$ cat src/rtl/apb_pkg.sv
// Shared APB definitions: GPIO register offsets, completer FSM encoding and
// error-cause codes also used by the APB master verification environment.
package apb_pkg;

  // Word offsets, decoded from PADDR[4:2]
  localparam logic [2:0] OFF_DOUT  = 3'd0;
  localparam logic [2:0] OFF_DIR   = 3'd1;
  localparam logic [2:0] OFF_DIN   = 3'd2;
  localparam logic [2:0] OFF_IEN   = 3'd3;
  localparam logic [2:0] OFF_ISTAT = 3'd4;

  localparam logic [1:0] ST_IDLE   = 2'b00;
  localparam logic [1:0] ST_ACCESS = 2'b01;

  localparam logic [2:0] ERR_NONE       = 3'd0;
  localparam logic [2:0] ERR_UNMAPPED   = 3'd1;
  localparam logic [2:0] ERR_MISALIGNED = 3'd2;
  localparam logic [2:0] ERR_READ_ONLY  = 3'd3;
  localparam logic [2:0] ERR_PROT       = 3'd4;

  typedef struct packed {
    logic [1:0] state;
    logic [3:0] wait_cnt;
  } fsm_dbg_t;

  // Misalignment takes priority over the other causes
  function automatic logic [2:0] err_cause(input logic [4:0] addr,
                                           input logic       write,
                                           input logic       prot0);
    logic [2:0] cause;
    cause = ERR_NONE;
    if (addr[1:0] != 2'b00)                       cause = ERR_MISALIGNED;
    else if (addr[4:2] > OFF_ISTAT)               cause = ERR_UNMAPPED;
    else if (write && addr[4:2] == OFF_DIN)       cause = ERR_READ_ONLY;
    else if (write && addr[4:2] == OFF_DIR && !prot0) cause = ERR_PROT;
    return cause;
  endfunction

endpackage

$ cat src/rtl/apb_gpio_slave_if.sv
// APB completer-side bus bundle for the GPIO bank.
// Handshake: a transfer starts with PSEL=1/PENABLE=0 (setup), holds all request
// fields through the access phase with PENABLE=1, and completes in the single
// cycle where PREADY=1; PRDATA/PSLVERR are meaningful only in that cycle.
interface apb_gpio_slave_if #(
  parameter int ADDRESS_WIDTH = 32,
  parameter int DATA_WIDTH    = 32,
  parameter int STRB_WIDTH    = DATA_WIDTH / 8
);
  logic                     PSEL;
  logic                     PENABLE;
  logic                     PWRITE;
  logic [ADDRESS_WIDTH-1:0] PADDR;
  logic [DATA_WIDTH-1:0]    PWDATA;
  logic [STRB_WIDTH-1:0]    PSTRB;
  logic [2:0]               PPROT;
  logic [DATA_WIDTH-1:0]    PRDATA;
  logic                     PREADY;
  logic                     PSLVERR;

  modport master (
    output PSEL, PENABLE, PWRITE, PADDR, PWDATA, PSTRB, PPROT,
    input  PRDATA, PREADY, PSLVERR
  );

  modport slave (
    input  PSEL, PENABLE, PWRITE, PADDR, PWDATA, PSTRB, PPROT,
    output PRDATA, PREADY, PSLVERR
  );
endinterface

$ cat src/rtl/apb_gpio_slave_gpio_in_sync.sv
// Two-flop synchronizer for the asynchronous GPIO pins, plus a previous-value
// register that yields a one-cycle rising-edge pulse per pin.
module gpio_in_sync #(
  parameter int GPIO_WIDTH = 32
) (
  input  logic                  PCLK,
  input  logic                  PRESETn,
  input  logic [GPIO_WIDTH-1:0] gpio_in,
  output logic [GPIO_WIDTH-1:0] din,
  output logic [GPIO_WIDTH-1:0] rise
);
  logic [GPIO_WIDTH-1:0] meta;
  logic [GPIO_WIDTH-1:0] prev;

  always_ff @(posedge PCLK or negedge PRESETn) begin
    if (!PRESETn) begin
      meta <= '0;
      din  <= '0;
      prev <= '0;
    end else begin
      meta <= gpio_in;
      din  <= meta;
      prev <= din;
    end
  end

  assign rise = din & ~prev;
endmodule

$ cat src/rtl/apb_gpio_slave.sv
// APB completer for one GPIO bank: register file, wait-state FSM, error decode
// and level interrupt. PREADY depends only on registered FSM state.
module apb_gpio_slave
  import apb_pkg::*;
#(
  parameter int DATA_WIDTH    = 32,
  parameter int ADDRESS_WIDTH = 32,
  parameter int STRB_WIDTH    = DATA_WIDTH / 8,
  parameter int GPIO_WIDTH    = 32,
  parameter int WAIT_STATES   = 1
) (
  input  logic                  PCLK,
  input  logic                  PRESETn,
  apb_gpio_slave_if.slave       apb,
  input  logic [GPIO_WIDTH-1:0] GPIO_IN,
  output logic [GPIO_WIDTH-1:0] GPIO_OUT,
  output logic [GPIO_WIDTH-1:0] GPIO_OE,
  output logic                  IRQ,
  output fsm_dbg_t              dbg
);
  logic [1:0]            state;
  logic [3:0]            wait_cnt;
  logic [GPIO_WIDTH-1:0] dout, dir, ien, istat, din, rise;
  logic [DATA_WIDTH-1:0] bmask, rd_data;
  logic [GPIO_WIDTH-1:0] wmask, wdata, clr;
  logic [2:0]            cause, off;
  logic                  access_done, complete, err, wr_en;

  gpio_in_sync #(.GPIO_WIDTH(GPIO_WIDTH)) u_sync (
    .PCLK   (PCLK),
    .PRESETn(PRESETn),
    .gpio_in(GPIO_IN),
    .din    (din),
    .rise   (rise)
  );

  assign access_done = (state == ST_ACCESS) && (wait_cnt == 4'd0);
  // A completion cycle with PSEL already dropped is an abort: no side effects
  assign complete    = access_done && apb.PSEL;
  assign off         = apb.PADDR[4:2];
  assign cause       = err_cause(apb.PADDR[4:0], apb.PWRITE, apb.PPROT[0]);
  assign err         = (cause != ERR_NONE);
  assign wr_en       = complete && apb.PWRITE && !err;

  always_ff @(posedge PCLK or negedge PRESETn) begin
    if (!PRESETn) begin
      state    <= ST_IDLE;
      wait_cnt <= 4'd0;
    end else begin
      case (state)
        ST_IDLE: begin
          if (apb.PSEL && !apb.PENABLE) begin
            state    <= ST_ACCESS;
            wait_cnt <= 4'(WAIT_STATES);
          end
        end
        ST_ACCESS: begin
          if (!apb.PSEL || wait_cnt == 4'd0) state <= ST_IDLE;
          else                               wait_cnt <= wait_cnt - 4'd1;
        end
        default: state <= ST_IDLE;
      endcase
    end
  end

  always_comb begin
    bmask = '0;
    for (int i = 0; i < DATA_WIDTH; i++) bmask[i] = apb.PSTRB[i/8];
  end

  assign wmask = bmask[GPIO_WIDTH-1:0];
  assign wdata = apb.PWDATA[GPIO_WIDTH-1:0] & wmask;
  assign clr   = (wr_en && off == OFF_ISTAT) ? wdata : '0;

  // New rising edges are OR-ed in after the W1C clear, so a same-cycle set wins
  always_ff @(posedge PCLK or negedge PRESETn) begin
    if (!PRESETn) begin
      dout  <= '0;
      dir   <= '0;
      ien   <= '0;
      istat <= '0;
      IRQ   <= 1'b0;
    end else begin
      if (wr_en && off == OFF_DOUT) dout <= (dout & ~wmask) | wdata;
      if (wr_en && off == OFF_DIR)  dir  <= (dir  & ~wmask) | wdata;
      if (wr_en && off == OFF_IEN)  ien  <= (ien  & ~wmask) | wdata;
      istat <= (istat & ~clr) | rise;
      IRQ   <= |(istat & ien);
    end
  end

  always_comb begin
    rd_data = '0;
    case (off)
      OFF_DOUT:  rd_data[GPIO_WIDTH-1:0] = dout;
      OFF_DIR:   rd_data[GPIO_WIDTH-1:0] = dir;
      OFF_DIN:   rd_data[GPIO_WIDTH-1:0] = din;
      OFF_IEN:   rd_data[GPIO_WIDTH-1:0] = ien;
      OFF_ISTAT: rd_data[GPIO_WIDTH-1:0] = istat;
      default:   rd_data = '0;
    endcase
  end

  assign apb.PREADY  = access_done;
  assign apb.PSLVERR = complete && err;
  assign apb.PRDATA  = (complete && !apb.PWRITE && !err) ? rd_data : '0;

  assign GPIO_OUT     = dout;
  assign GPIO_OE      = dir;
  assign dbg.state    = state;
  assign dbg.wait_cnt = wait_cnt;

  logic unused_ok;
  assign unused_ok = ^{apb.PADDR, apb.PPROT, apb.PWDATA, bmask};
endmodule

$ cat src/flat_wrapper.sv
// flat-port wrapper written by rule: the top's interface ports become plain ports
module apb_gpio_slave_flat import apb_pkg::*;
#(
  parameter int DATA_WIDTH    = 32,
  parameter int ADDRESS_WIDTH = 32,
  parameter int STRB_WIDTH    = DATA_WIDTH / 8,
  parameter int GPIO_WIDTH    = 32,
  parameter int WAIT_STATES   = 1
)
  (PCLK, PRESETn, GPIO_IN, GPIO_OUT, GPIO_OE, IRQ, dbg, apb_PSEL, apb_PENABLE, apb_PWRITE, apb_PADDR, apb_PWDATA, apb_PSTRB, apb_PPROT, apb_PRDATA, apb_PREADY, apb_PSLVERR);
  apb_gpio_slave_if #(.ADDRESS_WIDTH(ADDRESS_WIDTH), .DATA_WIDTH(DATA_WIDTH), .STRB_WIDTH(STRB_WIDTH)) apb_i ();
  input  logic PCLK;
  input  logic PRESETn;
  input  logic [GPIO_WIDTH-1:0] GPIO_IN;
  output logic [GPIO_WIDTH-1:0] GPIO_OUT;
  output logic [GPIO_WIDTH-1:0] GPIO_OE;
  output logic IRQ;
  output fsm_dbg_t dbg;
  input wire logic [$bits(apb_i.PSEL)-1:0] apb_PSEL;
  input wire logic [$bits(apb_i.PENABLE)-1:0] apb_PENABLE;
  input wire logic [$bits(apb_i.PWRITE)-1:0] apb_PWRITE;
  input wire logic [$bits(apb_i.PADDR)-1:0] apb_PADDR;
  input wire logic [$bits(apb_i.PWDATA)-1:0] apb_PWDATA;
  input wire logic [$bits(apb_i.PSTRB)-1:0] apb_PSTRB;
  input wire logic [$bits(apb_i.PPROT)-1:0] apb_PPROT;
  output wire logic [$bits(apb_i.PRDATA)-1:0] apb_PRDATA;
  output wire logic [$bits(apb_i.PREADY)-1:0] apb_PREADY;
  output wire logic [$bits(apb_i.PSLVERR)-1:0] apb_PSLVERR;
  assign apb_i.PSEL = apb_PSEL;
  assign apb_i.PENABLE = apb_PENABLE;
  assign apb_i.PWRITE = apb_PWRITE;
  assign apb_i.PADDR = apb_PADDR;
  assign apb_i.PWDATA = apb_PWDATA;
  assign apb_i.PSTRB = apb_PSTRB;
  assign apb_i.PPROT = apb_PPROT;
  assign apb_PRDATA = apb_i.PRDATA;
  assign apb_PREADY = apb_i.PREADY;
  assign apb_PSLVERR = apb_i.PSLVERR;
  apb_gpio_slave #(.DATA_WIDTH(DATA_WIDTH), .ADDRESS_WIDTH(ADDRESS_WIDTH), .STRB_WIDTH(STRB_WIDTH), .GPIO_WIDTH(GPIO_WIDTH), .WAIT_STATES(WAIT_STATES)) u_core (.PCLK(PCLK), .PRESETn(PRESETn), .apb(apb_i), .GPIO_IN(GPIO_IN), .GPIO_OUT(GPIO_OUT), .GPIO_OE(GPIO_OE), .IRQ(IRQ), .dbg(dbg));
endmodule
$ cat config.mk
export PLATFORM = sky130hd
export DESIGN_NAME = apb_gpio_slave_flat
export DESIGN_NICKNAME = d
export VERILOG_FILES = /design/src/rtl/apb_pkg.sv /design/src/rtl/apb_gpio_slave_if.sv /design/src/rtl/apb_gpio_slave_gpio_in_sync.sv /design/src/rtl/apb_gpio_slave.sv /design/src/flat_wrapper.sv
export SDC_FILE = /design/constraint.sdc
export NUM_CORES = 1
export LEC_CHECK = 0
export ABC_AREA = 1
export CORE_ASPECT_RATIO = 0.7
export CORE_MARGIN = 3
export CORE_UTILIZATION = 50
export CTS_BUF_LIST = sky130_fd_sc_hd__clkbuf_2 sky130_fd_sc_hd__clkbuf_4 sky130_fd_sc_hd__clkbuf_8
export DETAILED_ROUTE_END_ITERATION = 10
export PLACE_DENSITY = 0.79
export SYNTH_ARGS = -nofsm -noshare
export SYNTH_HDL_FRONTEND = slang
export SYNTH_SLANG_ARGS = --single-unit
$ cat constraint.sdc
create_clock -name PCLK -period 2.15 [get_ports PCLK]
set_input_delay 0.5375 -clock PCLK [delete_from_list [all_inputs] [get_ports PCLK]]
set_output_delay 0.5375 -clock PCLK [all_outputs]
set_load 0.01 [all_outputs]
; ---- After elaboration in Yosys (flattened, before gate mapping)
; Index checks and enable logic that the tools add are counted.
[totals]
ff_bits = 231
latchBits = 0
ram_bits = 0
rom_bits = 0
mem_count = 0
[classes]
addsub = 1
multipliers = 0
div = 0
n_lt_le_gt_ge = 1
n_eq_ne = 8
shifts = 0
mux = 13
bitwise_logic = 14
reduce_logical = 30
[ops]
columns = cell, count
row1 = AND 32 bit, 7
row2 = one-hot mux 32 bit (5 select lines), 1
row3 = bitwise OR 32 bit, 4
row4 = inverter 32 bit, 3
row5 = 2-to-1 mux 32 bit, 2
row6 = OR reduction 32 bit, 1
row7 = logical AND 1 bit, 15
row8 = 2-to-1 mux 3 bit, 4
row9 = 2-to-1 mux 4 bit, 2
row10 = one-hot mux 4 bit (2 select lines), 1
row11 = == test 3 x 2 -> 1 bit (second input constant), 2
row12 = zero test 1 bit, 5
row13 = zero test 4 bit, 1
row14 = 2-to-1 mux 2 bit, 2
row15 = inequality test 2 bit (second input constant), 2
row16 = one-hot mux 2 bit (2 select lines), 1
row17 = nonzero test 2 bit, 2
row18 = subtractor 4 x 1 -> 4 bit (second input constant), 1
row19 = == test 3 x 1 -> 1 bit (second input constant), 1
row20 = == test 3 bit (second input constant), 1
row21 = greater-than comparator 3 bit (second input constant), 1
row22 = zero test 3 bit, 1
row23 = AND reduction 3 bit, 1
row24 = nonzero test 3 bit, 1
row25 = other kinds (5), 5

; ---- Depth between registers and ports, before layout
; Gate-level depths: netlist of the first run.
[logic_depth]
depth_word = 15
ltp_mapped = 12
mapped_depth_nobuf = 10

; ---- Modules after synthesis
; A second synthesis of the first run with hierarchy kept.
[hier_totals]
cells_unflattened = 1204
hier_area_um2 = 10284.9
[by_module_without_submodules]
columns = module, instances, cells_per_inst, area_per_inst_um2, seq_area_each_um2
row1 = apb_gpio_slave, 1, 1044, 7562.3, 3353.2
row2 = gpio_in_sync, 1, 160, 2722.6, 2402.3

; ---- Least setup slack after synthesis of the first run
; No wires, ideal clock.
[synth_path]
path_type = input-to-output
startpoint = input port apb_PADDR[4]
endpoint = output port apb_PRDATA[21]
arrival_time_ps = 1503
required_ps = 1612
setup_slack_ps = 109
cell_stages = 8
n_path_buf = 2
path_cell_list = inv_1 nand3_1 inv_2 buf_4 buf_2 a22o_1 nor2_1 nor2_1
[synth_via]
elab_chain_cells = 11
elab_cells_between_ends = 18
[synth_rtl]
columns = item, line
row1 = from (decl), flat_wrapper.sv:22  ; input wire logic [$bits(apb_i.PADDR)-1:0] apb_PADDR;
row2 = == test 3 x 1 -> 1 bit, "apb_pkg.sv:35, apb_gpio_slave.sv:94"
row3 = logical AND 1 bit (2 in a row), apb_pkg.sv:35  ; else if (write && addr[4:2] == OFF_DIR && !prot0) cause = ERR_PROT;
row4 = 2-to-1 mux 3 bit, apb_pkg.sv:35
row5 = 2-to-1 mux 3 bit, apb_pkg.sv:34  ; else if (write && addr[4:2] == OFF_DIN) cause = ERR_READ_ONLY;
row6 = 2-to-1 mux 3 bit, apb_pkg.sv:33  ; else if (addr[4:2] > OFF_ISTAT) cause = ERR_UNMAPPED;
row7 = 2-to-1 mux 3 bit, apb_pkg.sv:32  ; if (addr[1:0] != 2'b00) cause = ERR_MISALIGNED;
row8 = nonzero test 3 bit, apb_gpio_slave.sv:42  ; assign err = (cause != ERR_NONE);
row9 = zero test 1 bit, apb_gpio_slave.sv:106  ; assign apb.PRDATA = (complete && !apb.PWRITE && !err) ? rd_data : '0;
row10 = logical AND 1 bit, apb_gpio_slave.sv:106
row11 = 2-to-1 mux 32 bit *, apb_gpio_slave.sv:106
row12 = to (decl), flat_wrapper.sv:26  ; output wire logic [$bits(apb_i.PRDATA)-1:0] apb_PRDATA;
; Mark *: on every way between the ends. The rest lies on a longest branch, timed or not.

; ---- Worst setup path in the final report of the first run
[layout_path]
startpoint = register u_core.wait_cnt[1]
endpoint = output port apb_PRDATA[7]
[layout_via]
elab_chain_cells = 6
[layout_rtl]
columns = item, line
row1 = from (decl), apb_gpio_slave.sv:22  ; logic [3:0] wait_cnt;
row2 = from (signal assigned), apb_gpio_slave.sv:54  ; wait_cnt <= 4'(WAIT_STATES);
row3 = from (signal assigned), apb_gpio_slave.sv:59  ; else wait_cnt <= wait_cnt - 4'd1;
row4 = zero test 4 bit, apb_gpio_slave.sv:37  ; assign access_done = (state == ST_ACCESS) && (wait_cnt == 4'd0);
row5 = logical AND 1 bit, apb_gpio_slave.sv:37
row6 = logical AND 1 bit, apb_gpio_slave.sv:39  ; assign complete = access_done && apb.PSEL;
row7 = logical AND 1 bit (2 in a row), apb_gpio_slave.sv:106
row8 = 2-to-1 mux 32 bit, apb_gpio_slave.sv:106
; Every way passes these cells.

==> impl_results.html, run 1 <==
<table>
<tr><th>Metric</th><th>Value</th></tr>
<tr><th colspan="2">Global routing</th></tr>
<tr><td>Grt ovf</td><td>0</td></tr>
<tr><td>Largest net degree at the start of global routing</td><td>56</td></tr>
<tr><td>Wire length of the first global-routing pass</td><td>49300 um</td></tr>
<tr><td>Vias in the first global route</td><td>9306</td></tr>
<tr><td>Antenna violations before repair</td><td>0</td></tr>
<tr><td>Total routing resource utilization after global routing</td><td>0.278</td></tr>
<tr><th colspan="2">Cells and area</th></tr>
<tr><td>Layout cell share with drive strength beyond 1</td><td>0.177</td></tr>
<tr><td>Count of placed standard cells in the final layout, fillers left out</td><td>1708</td></tr>
<tr><td>Number of nets in the layout</td><td>1527</td></tr>
<tr><td>Syn-to-layout area delta</td><td>37.9%</td></tr>
<tr><td>Diodes inserted</td><td>0</td></tr>
<tr><th colspan="2">Drt</th></tr>
<tr><td>Final routed wire length divided by cell count</td><td>18.3 um</td></tr>
<tr><td>First-pass DRT Iterations</td><td>5</td></tr>
<tr><td>Residual antenna-violating net count after detailed routing</td><td>0</td></tr>
<tr><td>Via count of the routed design</td><td>9528</td></tr>
<tr><td>Met3 layer wire length in the routed design</td><td>3420 um</td></tr>
<tr><td>Detail Route met2 WL</td><td>14000 um</td></tr>
<tr><td>Top layer reached by signal wires</td><td>met4</td></tr>
<tr><td>Iteration-0 DRC count of the detailed router</td><td>1150</td></tr>
<tr><td>Vias per inst</td><td>5.58</td></tr>
<tr><td>Residual DRC count</td><td>0</td></tr>
<tr><td>Routed WL</td><td>31300 um</td></tr>
<tr><td>Detailed-route wire length on metal 1</td><td>13300 um</td></tr>
<tr><th colspan="2">Clock network</th></tr>
<tr><td>Clock-pin slew reported for the worst setup and hold paths after clock tree synthesis</td><td>60 ps</td></tr>
<tr><td>Sink Count</td><td>230</td></tr>
<tr><td>Buffer cell driving the clock tree root</td><td>sky130_fd_sc_hd__clkbuf_8</td></tr>
<tr><td>Number of buffers inserted during clock tree synthesis</td><td>36</td></tr>
<tr><td>Maximum count of clock buffers along a single path</td><td>3</td></tr>
<tr><td>Clock tree from TritonCTS</td><td>done</td></tr>
<tr><td>Latest clock arrival within the worst-skew pair</td><td>530 ps</td></tr>
<tr><td>Maximum level of the CTS H-tree</td><td>2</td></tr>
<tr><th colspan="2">Setup path</th></tr>
<tr><td>Data arrival at the endpoint of the critical path</td><td>2090 ps</td></tr>
<tr><td>Critical path class</td><td>register to output port</td></tr>
<tr><td>List of cells traversed by the critical path</td><td>inv_2 -&gt; ha_4 -&gt; nand2_2 -&gt; inv_2 -&gt; nand2_2 -&gt; inv_2 -&gt; nand3_4 -&gt; buf_16 -&gt; buf_6 -&gt; nor2_4 -&gt; buf_6</td></tr>
<tr><td>CP top delay family</td><td>buffers and inverters</td></tr>
<tr><td>Data required time of the worst path</td><td>1610 ps</td></tr>
<tr><td>Reg-to-reg setup timing slack</td><td>140 ps</td></tr>
<tr><td>Largest stage delay on the critical path</td><td>390 ps</td></tr>
<tr><td>CP Capture Type</td><td>output port</td></tr>
<tr><td>Cell with the most instances on the worst path</td><td>sky130_fd_sc_hd__inv_2</td></tr>
<tr><td>Logic depth of the worst register-to-register path</td><td>13</td></tr>
<tr><td>Kind of start point of the critical path</td><td>register</td></tr>
<tr><td>Buffers and inverters on the worst path</td><td>6</td></tr>
<tr><td>Critical-path maximum fanout</td><td>7</td></tr>
<tr><td>Reg-to-Reg Start</td><td>u_core.wait_cnt[1]$_DFFE_PN0P_</td></tr>
<tr><td>Slowest-stage cell, CP</td><td>sky130_fd_sc_hd__dfrtp_1</td></tr>
<tr><th colspan="2">Synthesis</th></tr>
<tr><td>Mean post-synth cell area</td><td>8.64 um^2</td></tr>
<tr><td>Cell taking the most area after synthesis</td><td>sky130_fd_sc_hd__dfrtp_1</td></tr>
<tr><td>Leading cell types by total area after synthesis</td><td>sky130_fd_sc_hd__dfrtp_1, sky130_fd_sc_hd__nand2_1, sky130_fd_sc_hd__nand4_1</td></tr>
<tr><td>Portion of the post-synthesis area used by sequential elements</td><td>0.570</td></tr>
<tr><td>Number of nets produced by synthesis</td><td>1277</td></tr>
<tr><td>Register bit total from synthesis</td><td>230</td></tr>
<tr><td>Number of distinct standard cells referenced by the synthesized netlist</td><td>29</td></tr>
<tr><td>Fraction of synthesized cell area taken by the top area cell type</td><td>0.570</td></tr>
<tr><td>Number of instances in the synthesized netlist</td><td>1168</td></tr>
<tr><td>Synthesized area</td><td>10100 um^2</td></tr>
<tr><td>Count of synthesis-stage warnings from yosys</td><td>0</td></tr>
<tr><th colspan="2">Floorplan</th></tr>
<tr><td>Die area</td><td>22000 um^2</td></tr>
<tr><td>Die span in y</td><td>125 um</td></tr>
<tr><td>Row cnt</td><td>42</td></tr>
<tr><td>Initial Util</td><td>0.522</td></tr>
<tr><td>Die extent in x</td><td>176 um</td></tr>
<tr><td>Boundary pin count</td><td>213</td></tr>
<tr><td>Core box area</td><td>19300 um^2</td></tr>
<tr><th colspan="2">Run status</th></tr>
<tr><td>Violations in the final reports</td><td>negative setup slack</td></tr>
<tr><td>Run status</td><td>complete, but fails checks</td></tr>
<tr><th colspan="2">Hold path</th></tr>
<tr><td>Worst Hold Path Cells</td><td>0</td></tr>
<tr><td>Min-Delay Path Class</td><td>register to register</td></tr>
<tr><td>Hold path endpoint</td><td>u_core.u_sync.din[2]$_DFF_PN0_</td></tr>
<tr><td>Start point of the worst hold path</td><td>u_core.u_sync.meta[2]$_DFF_PN0_</td></tr>
<tr><th colspan="2">Power</th></tr>
<tr><td>Overall power consumption</td><td>9.89 mW</td></tr>
<tr><td>Leak Pwr</td><td>7.02 nW</td></tr>
<tr><td>Cell area power density</td><td>710 nW/um^2</td></tr>
<tr><td>VDD IR max</td><td>0.000411 V</td></tr>
<tr><th colspan="2">Timing</th></tr>
<tr><td>Final count of negative-setup-slack endpoints</td><td>34</td></tr>
<tr><td>Final Worst Setup Slack</td><td>-477 ps</td></tr>
<tr><td>Final Hold Fails</td><td>0</td></tr>
<tr><td>Achievable clock frequency</td><td>0.381 GHz</td></tr>
<tr><td>Post-route minimum period</td><td>2630 ps</td></tr>
<tr><td>Setup repair after global routing missed its margin</td><td>true</td></tr>
<tr><td>Final worst-path cycle share</td><td>1.22</td></tr>
<tr><td>Pins Over Slew Limit</td><td>0</td></tr>
<tr><td>Final Skew</td><td>26.0 ps</td></tr>
<tr><th colspan="2">Run</th></tr>
<tr><td>Maximum Capacitance Violations</td><td>0</td></tr>
<tr><th colspan="2">Placed design</th></tr>
<tr><td>Count of input and output buffers</td><td>182</td></tr>
<tr><td>Estimated wirelength of the detail-placed design</td><td>19600 um</td></tr>
<tr><td>Placer Congestion</td><td>0.889</td></tr>
<tr><td>Placed instance count</td><td>1624</td></tr>
</table>
==> cell usage in the layout, fill, tap and decap left out, types with 16 or more instances in the layout <==
master / n
sky130_fd_sc_hd__inv_1: 95
sky130_fd_sc_hd__buf_12: 21
sky130_fd_sc_hd__nor2_4: 17
sky130_fd_sc_hd__a22o_1: 22
sky130_fd_sc_hd__nor2_1: 49
sky130_fd_sc_hd__o22ai_1: 16
sky130_fd_sc_hd__nand3_1: 36
sky130_fd_sc_hd__dfrtp_1: 230
sky130_fd_sc_hd__buf_2: 18
sky130_fd_sc_hd__buf_4: 64
sky130_fd_sc_hd__nand4_1: 133
sky130_fd_sc_hd__nand2_1: 438
sky130_fd_sc_hd__buf_6: 22
sky130_fd_sc_hd__clkdlybuf4s50_1: 144
sky130_fd_sc_hd__clkbuf_8: 48
==> logic make-up after synthesis <==
group                    Yosys count  share of synthesized area
AO/OA/AOI/OAI                     55                     0.0374
adder cells (fa/ha/maj)            1                    0.00124
buffers and inverters            174                     0.0725
flip-flops                       230                      0.570
other                              1                   0.000371
AND/OR/NAND/NOR                  707                      0.318
==> what timing repair did <==
| action | in CTS | in global routing |
|---|---|---|
| gates resized for setup | 185 | 40 |
| setup endpoints to repair | 138 | 34 |
| endpoints found under the hold margin | 49 | 0 |
| pin swaps | 7 | 5 |
| gates cloned | 3 | 2 |
| buffers inserted | 9 | 5 |
| hold buffers | 1 | 0 |
==> worst max path at each step <==
stage                                   start              to  slack [ps]  cells past startpoint
6_report       u_core.wait_cnt[1]$_DFFE_PN0P_   apb_PRDATA[7]        -480                     11
2_1_floorplan                    apb_PADDR[4]  apb_PRDATA[21]         110                      8
3_3_place_gp                     apb_PADDR[4]  apb_PRDATA[30]       -1040                     10
5_1_grt        u_core.wait_cnt[0]$_DFFE_PN0P_   apb_PRDATA[7]        -550                     11
4_1_cts        u_core.wait_cnt[0]$_DFFE_PN0P_   apb_PRDATA[3]        -500                     10
3_5_place_dp                     apb_PADDR[4]  apb_PRDATA[30]       -1060                     10
==> worst register-to-register path: cells and delay by family, from the launching register on <==
family | cells | cell delay (ps)
buffers and inverters | 6 | 810
and+or+nand+nor | 6 | 570
DFF | 1 | 390
adders and majority gates | 1 | 130
==> cell usage after synthesis <==
cell type / n
sky130_fd_sc_hd__buf_6: 6
sky130_fd_sc_hd__buf_1: 6
sky130_fd_sc_hd__nor3_1: 3
sky130_fd_sc_hd__nor3_2: 1
sky130_fd_sc_hd__conb_1: 1
sky130_fd_sc_hd__nand3_1: 38
sky130_fd_sc_hd__o21ai_0: 10
sky130_fd_sc_hd__inv_2: 6
sky130_fd_sc_hd__or2_2: 2
sky130_fd_sc_hd__a22o_1: 22
sky130_fd_sc_hd__nand3b_1: 1
sky130_fd_sc_hd__nor2_2: 1
sky130_fd_sc_hd__buf_4: 3
sky130_fd_sc_hd__nand3_2: 1
sky130_fd_sc_hd__nor2_1: 74
sky130_fd_sc_hd__a21oi_1: 6
sky130_fd_sc_hd__o22ai_1: 16
sky130_fd_sc_hd__inv_1: 100
sky130_fd_sc_hd__buf_2: 18
sky130_fd_sc_hd__nand2_1: 441
sky130_fd_sc_hd__nor3b_1: 2
sky130_fd_sc_hd__nor2_4: 2
sky130_fd_sc_hd__dfrtp_1: 230
sky130_fd_sc_hd__nand4_4: 7
sky130_fd_sc_hd__o21ai_1: 1
sky130_fd_sc_hd__clkbuf_1: 35
sky130_fd_sc_hd__nand4_2: 1
sky130_fd_sc_hd__ha_1: 1
sky130_fd_sc_hd__nand4_1: 133
==> routing by layer <==
metal	global-route usage	vias up
li1	-	4326
met1	0.402	4562
met2	0.418	578
met5	0	-
met3	0.0701	62
met4	0.0758	0
==> report_power, final <==
part	internal, mW	switching (mW)	leakage (nW)	total [mW]
Clock	2.19	1.73	0.408	3.92
Sequential	4.49	0.0993	2.82	4.59
Combinational	0.652	0.726	3.80	1.38
==> final cells by class <==
type                    instances  area, um^2
clock buffers                  59         743
clock inverters                 5        30.0
fillers                      1442        5410
inverters                     106         398
multi-input cells             764        3800
flip-flops and latches        230        5760
well taps                     264         330
repair buffers                280        2870
==> through the flow <==
stage               cell area (um^2)  setup TNS, ps  hold slack (ps)  setup WS (ps)  utilization
finish                         13900         -12780              344           -477        0.720
global route                   13900         -15690              352           -551        0.720
detailed placement             12800        -119440              335          -1060        0.660
global placement               12800        -114280              332          -1040        0.660
CTS                            13700         -12600              348           -503        0.710
floorplan                      10100              0              242            109            -
(Power assumes the default switching activity.)
==> run 2: changes to the inputs <==
--- a/config.mk
+++ b/config.mk
@@ -6,12 +6,14 @@
 export NUM_CORES = 1
 export LEC_CHECK = 0
 export ABC_AREA = 1
+export CELL_PAD_IN_SITES_DETAIL_PLACEMENT = 0
+export CELL_PAD_IN_SITES_GLOBAL_PLACEMENT = 1
 export CORE_ASPECT_RATIO = 0.7
-export CORE_MARGIN = 3
-export CORE_UTILIZATION = 50
+export CORE_MARGIN = 2
+export CORE_UTILIZATION = 39
 export CTS_BUF_LIST = sky130_fd_sc_hd__clkbuf_2 sky130_fd_sc_hd__clkbuf_4 sky130_fd_sc_hd__clkbuf_8
 export DETAILED_ROUTE_END_ITERATION = 10
-export PLACE_DENSITY = 0.79
+export PLACE_DENSITY_LB_ADDON = 0.1
 export SYNTH_ARGS = -nofsm -noshare
 export SYNTH_HDL_FRONTEND = slang
 export SYNTH_SLANG_ARGS = --single-unit
==> run 2 against run 1 <==
Compared with the run above:
- the flow still finishes with violations (negative setup slack)
- cell count increased by 5.8%
- via count decreased by 4.0%
- clock skew decreased by 7.9 ps
==> impl_results.html, run 2 (synthesis gave the netlist of run 1 again) <==
<table>
<tr><th>Metric</th><th>Value</th></tr>
<tr><th colspan="2">Run status</th></tr>
<tr><td>Run status</td><td>complete, but fails checks</td></tr>
<tr><td>Violations in the final reports</td><td>negative setup slack</td></tr>
<tr><th colspan="2">Clock network</th></tr>
<tr><td>Number of buffers inserted during clock tree synthesis</td><td>39 (+8.3%)</td></tr>
<tr><td>Maximum count of clock buffers along a single path</td><td>3 (unchanged)</td></tr>
<tr><td>Buffer cell driving the clock tree root</td><td>sky130_fd_sc_hd__clkbuf_8</td></tr>
<tr><td>Sink Count</td><td>230 (unchanged)</td></tr>
<tr><td>Clock-pin slew reported for the worst setup and hold paths after clock tree synthesis</td><td>50 ps (about the same)</td></tr>
<tr><td>Latest clock arrival within the worst-skew pair</td><td>530 ps (about the same)</td></tr>
<tr><td>Maximum level of the CTS H-tree</td><td>2 (unchanged)</td></tr>
<tr><td>Clock tree from TritonCTS</td><td>done</td></tr>
<tr><th colspan="2">Drt</th></tr>
<tr><td>Residual DRC count</td><td>0 (unchanged)</td></tr>
<tr><td>Via count of the routed design</td><td>9149 (-4.0%)</td></tr>
<tr><td>Iteration-0 DRC count of the detailed router</td><td>574 (-50%)</td></tr>
<tr><td>Routed WL</td><td>32500 um (+3.8%)</td></tr>
<tr><td>Residual antenna-violating net count after detailed routing</td><td>0 (unchanged)</td></tr>
<tr><td>Vias per inst</td><td>5.06 (-9.2%)</td></tr>
<tr><td>First-pass DRT Iterations</td><td>4 (-1)</td></tr>
<tr><td>Final routed wire length divided by cell count</td><td>18.0 um (-1.8%)</td></tr>
<tr><th colspan="2">Timing</th></tr>
<tr><td>Slew at the pin closest to its max-slew limit</td><td>522 ps</td></tr>
<tr><td>Final count of negative-setup-slack endpoints</td><td>34 (unchanged)</td></tr>
<tr><td>Final Hold Fails</td><td>0 (unchanged)</td></tr>
<tr><td>Relative slew slack</td><td>0.652</td></tr>
<tr><td>Final Skew</td><td>18.2 ps (-7.87 ps)</td></tr>
<tr><td>Setup repair after global routing missed its margin</td><td>true</td></tr>
<tr><td>Achievable clock frequency</td><td>0.393 GHz (+3.1%)</td></tr>
<tr><td>Sum of negative setup slack</td><td>-10970 ps (+1810 ps)</td></tr>
<tr><td>Final worst-path cycle share</td><td>1.18 (-0.0373)</td></tr>
<tr><td>Post-route minimum period</td><td>2550 ps (-80.2 ps)</td></tr>
<tr><td>Final Worst Setup Slack</td><td>-396 ps (+80.2 ps)</td></tr>
<tr><td>Pins Over Slew Limit</td><td>0 (unchanged)</td></tr>
<tr><th colspan="2">Setup path</th></tr>
<tr><td>Data arrival at the endpoint of the critical path</td><td>2010 ps (-80 ps)</td></tr>
<tr><td>Critical path class</td><td>input pin to output port</td></tr>
<tr><td>Largest stage delay on the critical path</td><td>250 ps (-140 ps)</td></tr>
<tr><td>Reg-to-reg setup timing slack</td><td>170 ps (+30 ps)</td></tr>
<tr><td>Buffers and inverters on the worst path</td><td>5 (-1)</td></tr>
<tr><td>Cell with the most instances on the worst path</td><td>sky130_fd_sc_hd__nor2_4</td></tr>
<tr><td>CP top delay family</td><td>buffers and inverters</td></tr>
<tr><td>Data required time of the worst path</td><td>1610 ps (about the same)</td></tr>
<tr><td>Slowest-stage cell, CP</td><td>sky130_fd_sc_hd__dlygate4sd2_1</td></tr>
<tr><td>List of cells traversed by the critical path</td><td>dlygate4sd2_1 -&gt; nor2_4 -&gt; buf_4 -&gt; nand2_1 -&gt; nor2_4 -&gt; nand3_4 -&gt; buf_6 -&gt; buf_12 -&gt; nor2_4 -&gt; buf_6</td></tr>
<tr><td>Critical-path maximum fanout</td><td>6 (-1)</td></tr>
<tr><td>CP Capture Type</td><td>output port</td></tr>
<tr><td>Kind of start point of the critical path</td><td>input pin</td></tr>
<tr><th colspan="2">Power</th></tr>
<tr><td>Leak Pwr</td><td>7.31 nW (+4.1%)</td></tr>
<tr><td>Cell area power density</td><td>693 nW/um^2 (-2.3%)</td></tr>
<tr><td>VDD IR max</td><td>0.000402 V (-2.2%)</td></tr>
<tr><th colspan="2">Floorplan</th></tr>
<tr><td>Core box area</td><td>25600 um^2 (+32%)</td></tr>
<tr><td>Row cnt</td><td>49 (+17%)</td></tr>
<tr><td>Die span in y</td><td>139 um (+11%)</td></tr>
<tr><td>Die extent in x</td><td>196 um (+12%)</td></tr>
<tr><td>Boundary pin count</td><td>213 (unchanged)</td></tr>
<tr><td>Die area</td><td>27200 um^2 (+24%)</td></tr>
<tr><td>Initial Util</td><td>0.395 (-0.127)</td></tr>
<tr><th colspan="2">Placed design</th></tr>
<tr><td>Estimated wirelength of the detail-placed design</td><td>20800 um (+6.4%)</td></tr>
<tr><td>Count of input and output buffers</td><td>182 (unchanged)</td></tr>
<tr><td>Post-placement cell area</td><td>13000 um^2 (+1.9%)</td></tr>
<tr><td>Post-Place Setup Slack</td><td>-1160 ps (-104 ps)</td></tr>
<tr><td>Placer Congestion</td><td>0.802 (-9.7%)</td></tr>
<tr><th colspan="2">Run</th></tr>
<tr><td>Maximum Capacitance Violations</td><td>0 (unchanged)</td></tr>
<tr><th colspan="2">Cells and area</th></tr>
<tr><td>Most common cell after layout, fill and taps aside</td><td>sky130_fd_sc_hd__nand2_1</td></tr>
<tr><td>Commonest non-fill, non-tap cells in the layout</td><td>sky130_fd_sc_hd__nand2_1, sky130_fd_sc_hd__dfrtp_1, sky130_fd_sc_hd__clkdlybuf4s50_1</td></tr>
<tr><td>Diodes inserted</td><td>0 (unchanged)</td></tr>
<tr><td>Final core utilization</td><td>0.572 (-0.149)</td></tr>
<tr><td>Number of filler cells placed in the layout</td><td>2298 (+59%)</td></tr>
<tr><td>Syn-to-layout area delta</td><td>44.7%</td></tr>
<tr><td>Post-route design area</td><td>14600 um^2 (+4.9%)</td></tr>
<tr><td>Number of nets in the layout</td><td>1560 (+2.2%)</td></tr>
<tr><td>Layout cell share with drive strength beyond 1</td><td>0.213 (+0.0361)</td></tr>
<tr><th colspan="2">Global routing</th></tr>
<tr><td>Grt ovf</td><td>0 (unchanged)</td></tr>
<tr><td>Wire length of the first global-routing pass</td><td>51800 um (+5.0%)</td></tr>
<tr><td>Vias in the first global route</td><td>9113 (-2.1%)</td></tr>
<tr><td>Total routing resource utilization after global routing</td><td>0.243 (-0.0350)</td></tr>
<tr><td>Antenna violations before repair</td><td>0 (unchanged)</td></tr>
<tr><td>Largest net degree at the start of global routing</td><td>60 (+7.1%)</td></tr>
<tr><th colspan="2">Hold path</th></tr>
<tr><td>Min-Delay Path Class</td><td>register to register</td></tr>
</table>
-- run 2: routing by layer --
metal / GRT usage / share of wire / vias to the layer above
met5: 0 / 0 / -
met4: 0.0638 / 0.017 / 0
met3: 0.0418 / 0.062 / 52
met2: 0.370 / 0.45 / 295
met1: 0.359 / 0.47 / 4423
li1: - / - / 4379
-- run 2: worst register-to-register path, cell delays in order, from the launching register on --
cell and delay [ps]:
sky130_fd_sc_hd__dfrtp_1 390, sky130_fd_sc_hd__inv_2 80, sky130_fd_sc_hd__ha_4 140, sky130_fd_sc_hd__nand2_2 40, sky130_fd_sc_hd__inv_2 50, sky130_fd_sc_hd__buf_4 110, sky130_fd_sc_hd__nand3_4 70, sky130_fd_sc_hd__buf_4 150
sky130_fd_sc_hd__nor2_4 110, sky130_fd_sc_hd__inv_2 60, sky130_fd_sc_hd__nor2_4 160, sky130_fd_sc_hd__buf_4 310, sky130_fd_sc_hd__nand4_1 160, sky130_fd_sc_hd__nand2_1 90
-- run 2: final timing paths --
check,startpoint,end,cells after the start
min in group asynchronous,PRESETn,asynchronous set/reset pin,2
hold / removal,u_core.u_sync.meta[23]$_DFF_PN0_,u_core.u_sync.din[23]$_DFF_PN0_,0
setup / recovery,apb_PADDR[0],apb_PRDATA[30],10
setup reg to reg,u_core.wait_cnt[0]$_DFFE_PN0P_,register,13
max in group asynchronous,PRESETn,u_core.u_sync.prev[3]$_DFF_PN0_,3
hold reg to reg,u_core.u_sync.meta[23]$_DFF_PN0_,u_core.u_sync.din[23]$_DFF_PN0_,0
-- run 2: final cells by class --
| class | count | area [um^2] | share of cell area |
|---|---|---|---|
| timing repair buffer | 310 | 3240 | 0.222 |
| inverter | 106 | 405 | 0.0277 |
| clock buffer | 61 | 758 | 0.0519 |
| tap | 331 | 414 | 0.0283 |
| clock inverter | 5 | 50.0 | 0.00342 |
| sequential | 230 | 5760 | 0.394 |
| multi-input combinational | 764 | 3990 | 0.273 |
-- run 2: power breakdown --
group	internal, mW	switching [mW]
logic	0.703	0.754
clock network	2.35	1.74
registers	4.49	0.0966
total	7.54	2.59
-- run 2: timing repair --
| item | CTS | global route |
|---|---|---|
| hold endpoints to repair | 51 | 0 |
| gates resized for setup | 255 | 52 |
| setup buffers | 23 | 3 |
| hold buffers | 1 | 0 |
| setup endpoints to repair | 130 | 106 |
| pin swaps | 35 | 5 |
| gates cloned | 5 | 1 |
-- run 2: through the flow --
step,power [mW],std cells,hold WS [ps]
after floorplan,5.10,1168,242
after global placement,5.92,1710,333
after detailed placement,5.93,1710,335
after CTS,10.2,1805,348
after global routing,10.6,1807,353
final,10.1,1807,345
==> run 3: changes to the inputs <==
--- a/config.mk
+++ b/config.mk
@@ -6,13 +6,15 @@
 export NUM_CORES = 1
 export LEC_CHECK = 0
 export ABC_AREA = 1
+export CAP_MARGIN = 0
 export CELL_PAD_IN_SITES_DETAIL_PLACEMENT = 0
 export CELL_PAD_IN_SITES_GLOBAL_PLACEMENT = 1
-export CORE_ASPECT_RATIO = 0.7
+export CORE_ASPECT_RATIO = 2
 export CORE_MARGIN = 2
 export CORE_UTILIZATION = 39
 export CTS_BUF_LIST = sky130_fd_sc_hd__clkbuf_2 sky130_fd_sc_hd__clkbuf_4 sky130_fd_sc_hd__clkbuf_8
 export DETAILED_ROUTE_END_ITERATION = 10
+export MAX_ROUTING_LAYER = met4
 export PLACE_DENSITY_LB_ADDON = 0.1
 export SYNTH_ARGS = -nofsm -noshare
 export SYNTH_HDL_FRONTEND = slang
==> run 3 against run 2 <==
Compared with the run above:
- the run still ends with negative setup slack left
- global-route usage increased by 1.5 points
- cell count increased by 0.11%
- register-to-register slack got worse by 150 ps
- first-iteration DRC count decreased by 5.9%
- wire length increased by 4.0%
- utilization decreased by 0.85 points
- via count increased by 0.58%
- sequential power about the same
- power decreased by 3.4%
- clock-buffer cell count decreased by 10
- flip-flop and latch count unchanged
- clock power decreased by 8.6%
==> impl_results.html, run 3 (synthesis gave the netlist of run 1 again) <==
<table>
<tr><th>Metric</th><th>Value</th></tr>
<tr><th colspan="2">Global routing</th></tr>
<tr><td>Antenna violations before repair</td><td>0 (unchanged)</td></tr>
<tr><td>Largest net degree at the start of global routing</td><td>53 (-12%)</td></tr>
<tr><td>Vias in the first global route</td><td>9487 (+4.1%)</td></tr>
<tr><td>Total routing resource utilization after global routing</td><td>0.258 (+0.0152)</td></tr>
<tr><td>Wire length of the first global-routing pass</td><td>53300 um (+3.0%)</td></tr>
<tr><td>Grt ovf</td><td>0 (unchanged)</td></tr>
<tr><th colspan="2">Clock network</th></tr>
<tr><td>Latest clock arrival within the worst-skew pair</td><td>540 ps (about the same)</td></tr>
<tr><td>Number of buffers inserted during clock tree synthesis</td><td>36 (-7.7%)</td></tr>
<tr><td>Clock tree from TritonCTS</td><td>done</td></tr>
<tr><td>Maximum level of the CTS H-tree</td><td>2 (unchanged)</td></tr>
<tr><td>Buffer cell driving the clock tree root</td><td>sky130_fd_sc_hd__clkbuf_8</td></tr>
<tr><td>Clock-pin slew reported for the worst setup and hold paths after clock tree synthesis</td><td>70 ps (+20 ps)</td></tr>
<tr><td>Maximum count of clock buffers along a single path</td><td>3 (unchanged)</td></tr>
<tr><td>Sink Count</td><td>230 (unchanged)</td></tr>
<tr><th colspan="2">Floorplan</th></tr>
<tr><td>Initial Util</td><td>0.395 (about the same)</td></tr>
<tr><td>Row cnt</td><td>83 (+69%)</td></tr>
<tr><td>Die span in y</td><td>232 um (+67%)</td></tr>
<tr><td>Boundary pin count</td><td>213 (unchanged)</td></tr>
<tr><td>Die extent in x</td><td>118 um (-40%)</td></tr>
<tr><td>Core box area</td><td>25500 um^2 (about the same)</td></tr>
<tr><td>Die area</td><td>27300 um^2 (+0.21%)</td></tr>
<tr><th colspan="2">Power</th></tr>
<tr><td>Internal Dissipation</td><td>7.19 mW (-4.7%)</td></tr>
<tr><td>Combinational power share</td><td>0.149 (+0.005)</td></tr>
<tr><td>Cell area power density</td><td>680 nW/um^2 (-1.9%)</td></tr>
<tr><td>Leak Pwr</td><td>7.26 nW (-0.69%)</td></tr>
<tr><td>Net switching power of the design</td><td>2.60 mW (+0.20%)</td></tr>
<tr><td>Clock Power Share</td><td>0.382 (-0.021)</td></tr>
<tr><td>VDD IR max</td><td>0.000604 V (+50%)</td></tr>
<tr><td>Proportion of total power due to net switching</td><td>0.265 (+0.00957)</td></tr>
<tr><td>Power share of the sequential group</td><td>0.469 (+0.016)</td></tr>
<tr><th colspan="2">Timing</th></tr>
<tr><td>Final Worst Setup Slack</td><td>-386 ps (+10.6 ps)</td></tr>
<tr><td>Setup repair after global routing missed its margin</td><td>true</td></tr>
<tr><td>Pins Over Slew Limit</td><td>0 (unchanged)</td></tr>
<tr><td>Post-route minimum period</td><td>2540 ps (-10.6 ps)</td></tr>
<tr><td>Sum of negative setup slack</td><td>-11490 ps (-517 ps)</td></tr>
<tr><td>Final Skew</td><td>19.9 ps (+1.73 ps)</td></tr>
<tr><td>Final count of negative-setup-slack endpoints</td><td>34 (unchanged)</td></tr>
<tr><td>Worst hold-check slack</td><td>339 ps (-5.84 ps)</td></tr>
<tr><td>Final worst-path cycle share</td><td>1.18 (-0.00493)</td></tr>
<tr><td>Final Hold Fails</td><td>0 (unchanged)</td></tr>
<tr><td>Achievable clock frequency</td><td>0.394 GHz (+0.42%)</td></tr>
<tr><th colspan="2">Run status</th></tr>
<tr><td>Violations in the final reports</td><td>negative setup slack</td></tr>
<tr><td>Run status</td><td>complete, but fails checks</td></tr>
<tr><th colspan="2">Cells and area</th></tr>
<tr><td>Commonest non-fill, non-tap cells in the layout</td><td>sky130_fd_sc_hd__nand2_1, sky130_fd_sc_hd__dfrtp_1, sky130_fd_sc_hd__clkdlybuf4s50_1</td></tr>
<tr><td>Count of placed standard cells in the final layout, fillers left out</td><td>1809 (+0.11%)</td></tr>
<tr><td>Number of nets in the layout</td><td>1557 (-0.19%)</td></tr>
<tr><td>Layout cell share with drive strength beyond 1</td><td>0.206 (-0.00783)</td></tr>
<tr><td>Area taken by multi-input logic gates</td><td>3820 um^2 (-4.3%)</td></tr>
<tr><td>Syn-to-layout area delta</td><td>42.5%</td></tr>
<tr><td>Diodes inserted</td><td>0 (unchanged)</td></tr>
<tr><td>Sequential cell area in the final layout</td><td>5760 um^2 (about the same)</td></tr>
<tr><td>Number of filler cells placed in the layout</td><td>2413 (+5.0%)</td></tr>
<tr><td>Most common cell after layout, fill and taps aside</td><td>sky130_fd_sc_hd__nand2_1</td></tr>
<tr><th colspan="2">Setup path</th></tr>
<tr><td>Cell with the most instances on the worst path</td><td>sky130_fd_sc_hd__inv_2</td></tr>
<tr><td>CP Capture Type</td><td>output port</td></tr>
<tr><td>Slowest-stage cell, CP</td><td>sky130_fd_sc_hd__dfrtp_1</td></tr>
<tr><td>Data arrival at the endpoint of the critical path</td><td>2000 ps (about the same)</td></tr>
<tr><td>Critical-path maximum fanout</td><td>23 (+17)</td></tr>
<tr><td>Largest stage delay on the critical path</td><td>390 ps (+140 ps)</td></tr>
<tr><td>List of cells traversed by the critical path</td><td>inv_2 -&gt; ha_4 -&gt; nand2_2 -&gt; inv_2 -&gt; nand2_2 -&gt; inv_2 -&gt; nand3_4 -&gt; buf_12 -&gt; nor2_1 -&gt; clkbuf_2</td></tr>
<tr><td>Kind of start point of the critical path</td><td>register</td></tr>
<tr><td>Data required time of the worst path</td><td>1610 ps (about the same)</td></tr>
<tr><td>Critical path class</td><td>register to output port</td></tr>
<tr><th colspan="2">Drt</th></tr>
<tr><td>Residual antenna-violating net count after detailed routing</td><td>0 (unchanged)</td></tr>
<tr><td>Iteration-0 DRC count of the detailed router</td><td>540 (-5.9%)</td></tr>
<tr><td>Vias per inst</td><td>5.09 (+0.47%)</td></tr>
<tr><td>Residual DRC count</td><td>0 (unchanged)</td></tr>
<tr><td>First-pass DRT Iterations</td><td>5 (+1)</td></tr>
<tr><td>Via count of the routed design</td><td>9202 (+0.58%)</td></tr>
<tr><td>Final routed wire length divided by cell count</td><td>18.7 um (+3.8%)</td></tr>
<tr><td>Routed WL</td><td>33800 um (+4.0%)</td></tr>
<tr><th colspan="2">Placed design</th></tr>
<tr><td>Estimated wirelength of the detail-placed design</td><td>22500 um (+8.0%)</td></tr>
<tr><td>Placer Congestion</td><td>0.847 (+5.5%)</td></tr>
<tr><td>Post-Place Setup Slack</td><td>-1090 ps (+77.6 ps)</td></tr>
<tr><td>Placed instance count</td><td>1715 (+0.29%)</td></tr>
<tr><td>Count of input and output buffers</td><td>182 (unchanged)</td></tr>
<tr><th colspan="2">Run</th></tr>
<tr><td>Maximum Capacitance Violations</td><td>0 (unchanged)</td></tr>
<tr><th colspan="2">Hold path</th></tr>
<tr><td>Min-Delay Path Class</td><td>register to register</td></tr>
</table>
[run 3: cell types whose count changed in the layout (fill, tap and decap cells not counted), moves of 21 or more]
cell / before / now
sky130_fd_sc_hd__nor2_4: 33 / 4
sky130_fd_sc_hd__nand2_2: 4 / 35
sky130_fd_sc_hd__buf_6: 42 / 18
sky130_fd_sc_hd__nand2_1: 437 / 406
sky130_fd_sc_hd__buf_2: 10 / 31
sky130_fd_sc_hd__nor2_1: 33 / 62
[run 3: metrics by stage]
| stage | cell area, um^2 | power [mW] | util |
|---|---|---|---|
| 2_1_floorplan | 10100 | 5.10 | - |
| 3_3_place_gp | 13000 | 5.90 | 0.509 |
| 3_5_place_dp | 13000 | 5.91 | 0.509 |
| 4_1_cts | 14400 | 9.87 | 0.562 |
| 5_1_grt | 14400 | 10.2 | 0.563 |
| 6_report | 14400 | 9.79 | 0.563 |
[run 3: repair_timing]
item                                   in CTS  in global routing
buffers inserted                           27                  6
hold buffers                                1                  0
cloned                                      8                  2
gates resized for setup                   209                 52
pin swaps                                  46                 13
setup endpoints to repair                 136                167
endpoints found under the hold margin      45                  0
[run 3: path summary, 6_finish.rpt]
path	cells after the start	to	slack [ps]	from
worst min register to register	0	u_core.u_sync.din[30]$_DFF_PN0_	340	u_core.u_sync.meta[30]$_DFF_PN0_
min in group asynchronous	2	u_core.wait_cnt[0]$_DFFE_PN0P_	510	PRESETn
max in group asynchronous	3	u_core.u_sync.prev[25]$_DFF_PN0_	910	PRESETn
worst max register to register	15	register	20	u_core.wait_cnt[1]$_DFFE_PN0P_
worst max-delay path	10	apb_PRDATA[6]	-390	u_core.wait_cnt[1]$_DFFE_PN0P_
worst min-delay path	0	u_core.u_sync.din[30]$_DFF_PN0_	340	u_core.u_sync.meta[30]$_DFF_PN0_
[run 3: final cells by class]
class | instances | area share
well taps | 340 | 0.0296
clock buffers | 51 | 0.0462
repair buffers | 310 | 0.227
clock inverters | 8 | 0.00313
flip-flops and latches | 230 | 0.400
multi-input cells | 764 | 0.265
inverters | 106 | 0.0282
[run 3: layer usage]
metal | vias to the layer above | GRT usage | part of all wire
li1 | 4378 | - | -
met1 | 4456 | 0.302 | 0.39
met2 | 287 | 0.445 | 0.52
met3 | 81 | 0.0367 | 0.047
met4 | 0 | 0.107 | 0.039
met5 | - | - | 0
[run 3: power by group through the flow]
stage	Sequential, mW	Combinational, mW	Clock, mW
after CTS	4.59	1.46	3.82
after global placement	4.66	1.24	0
final	4.59	1.45	3.74
after floorplan	4.68	0.412	0
after global routing	4.60	1.60	4.00
after detailed placement	4.66	1.25	0
[run 3: critical path: cells and delay by family (launching register included)]
kind	cells	cell delay [ps]
buffers and inverters	5	580
flip-flops	1	390
AND/OR/NAND/NOR	4	330
adder cells (fa/ha/maj)	1	140
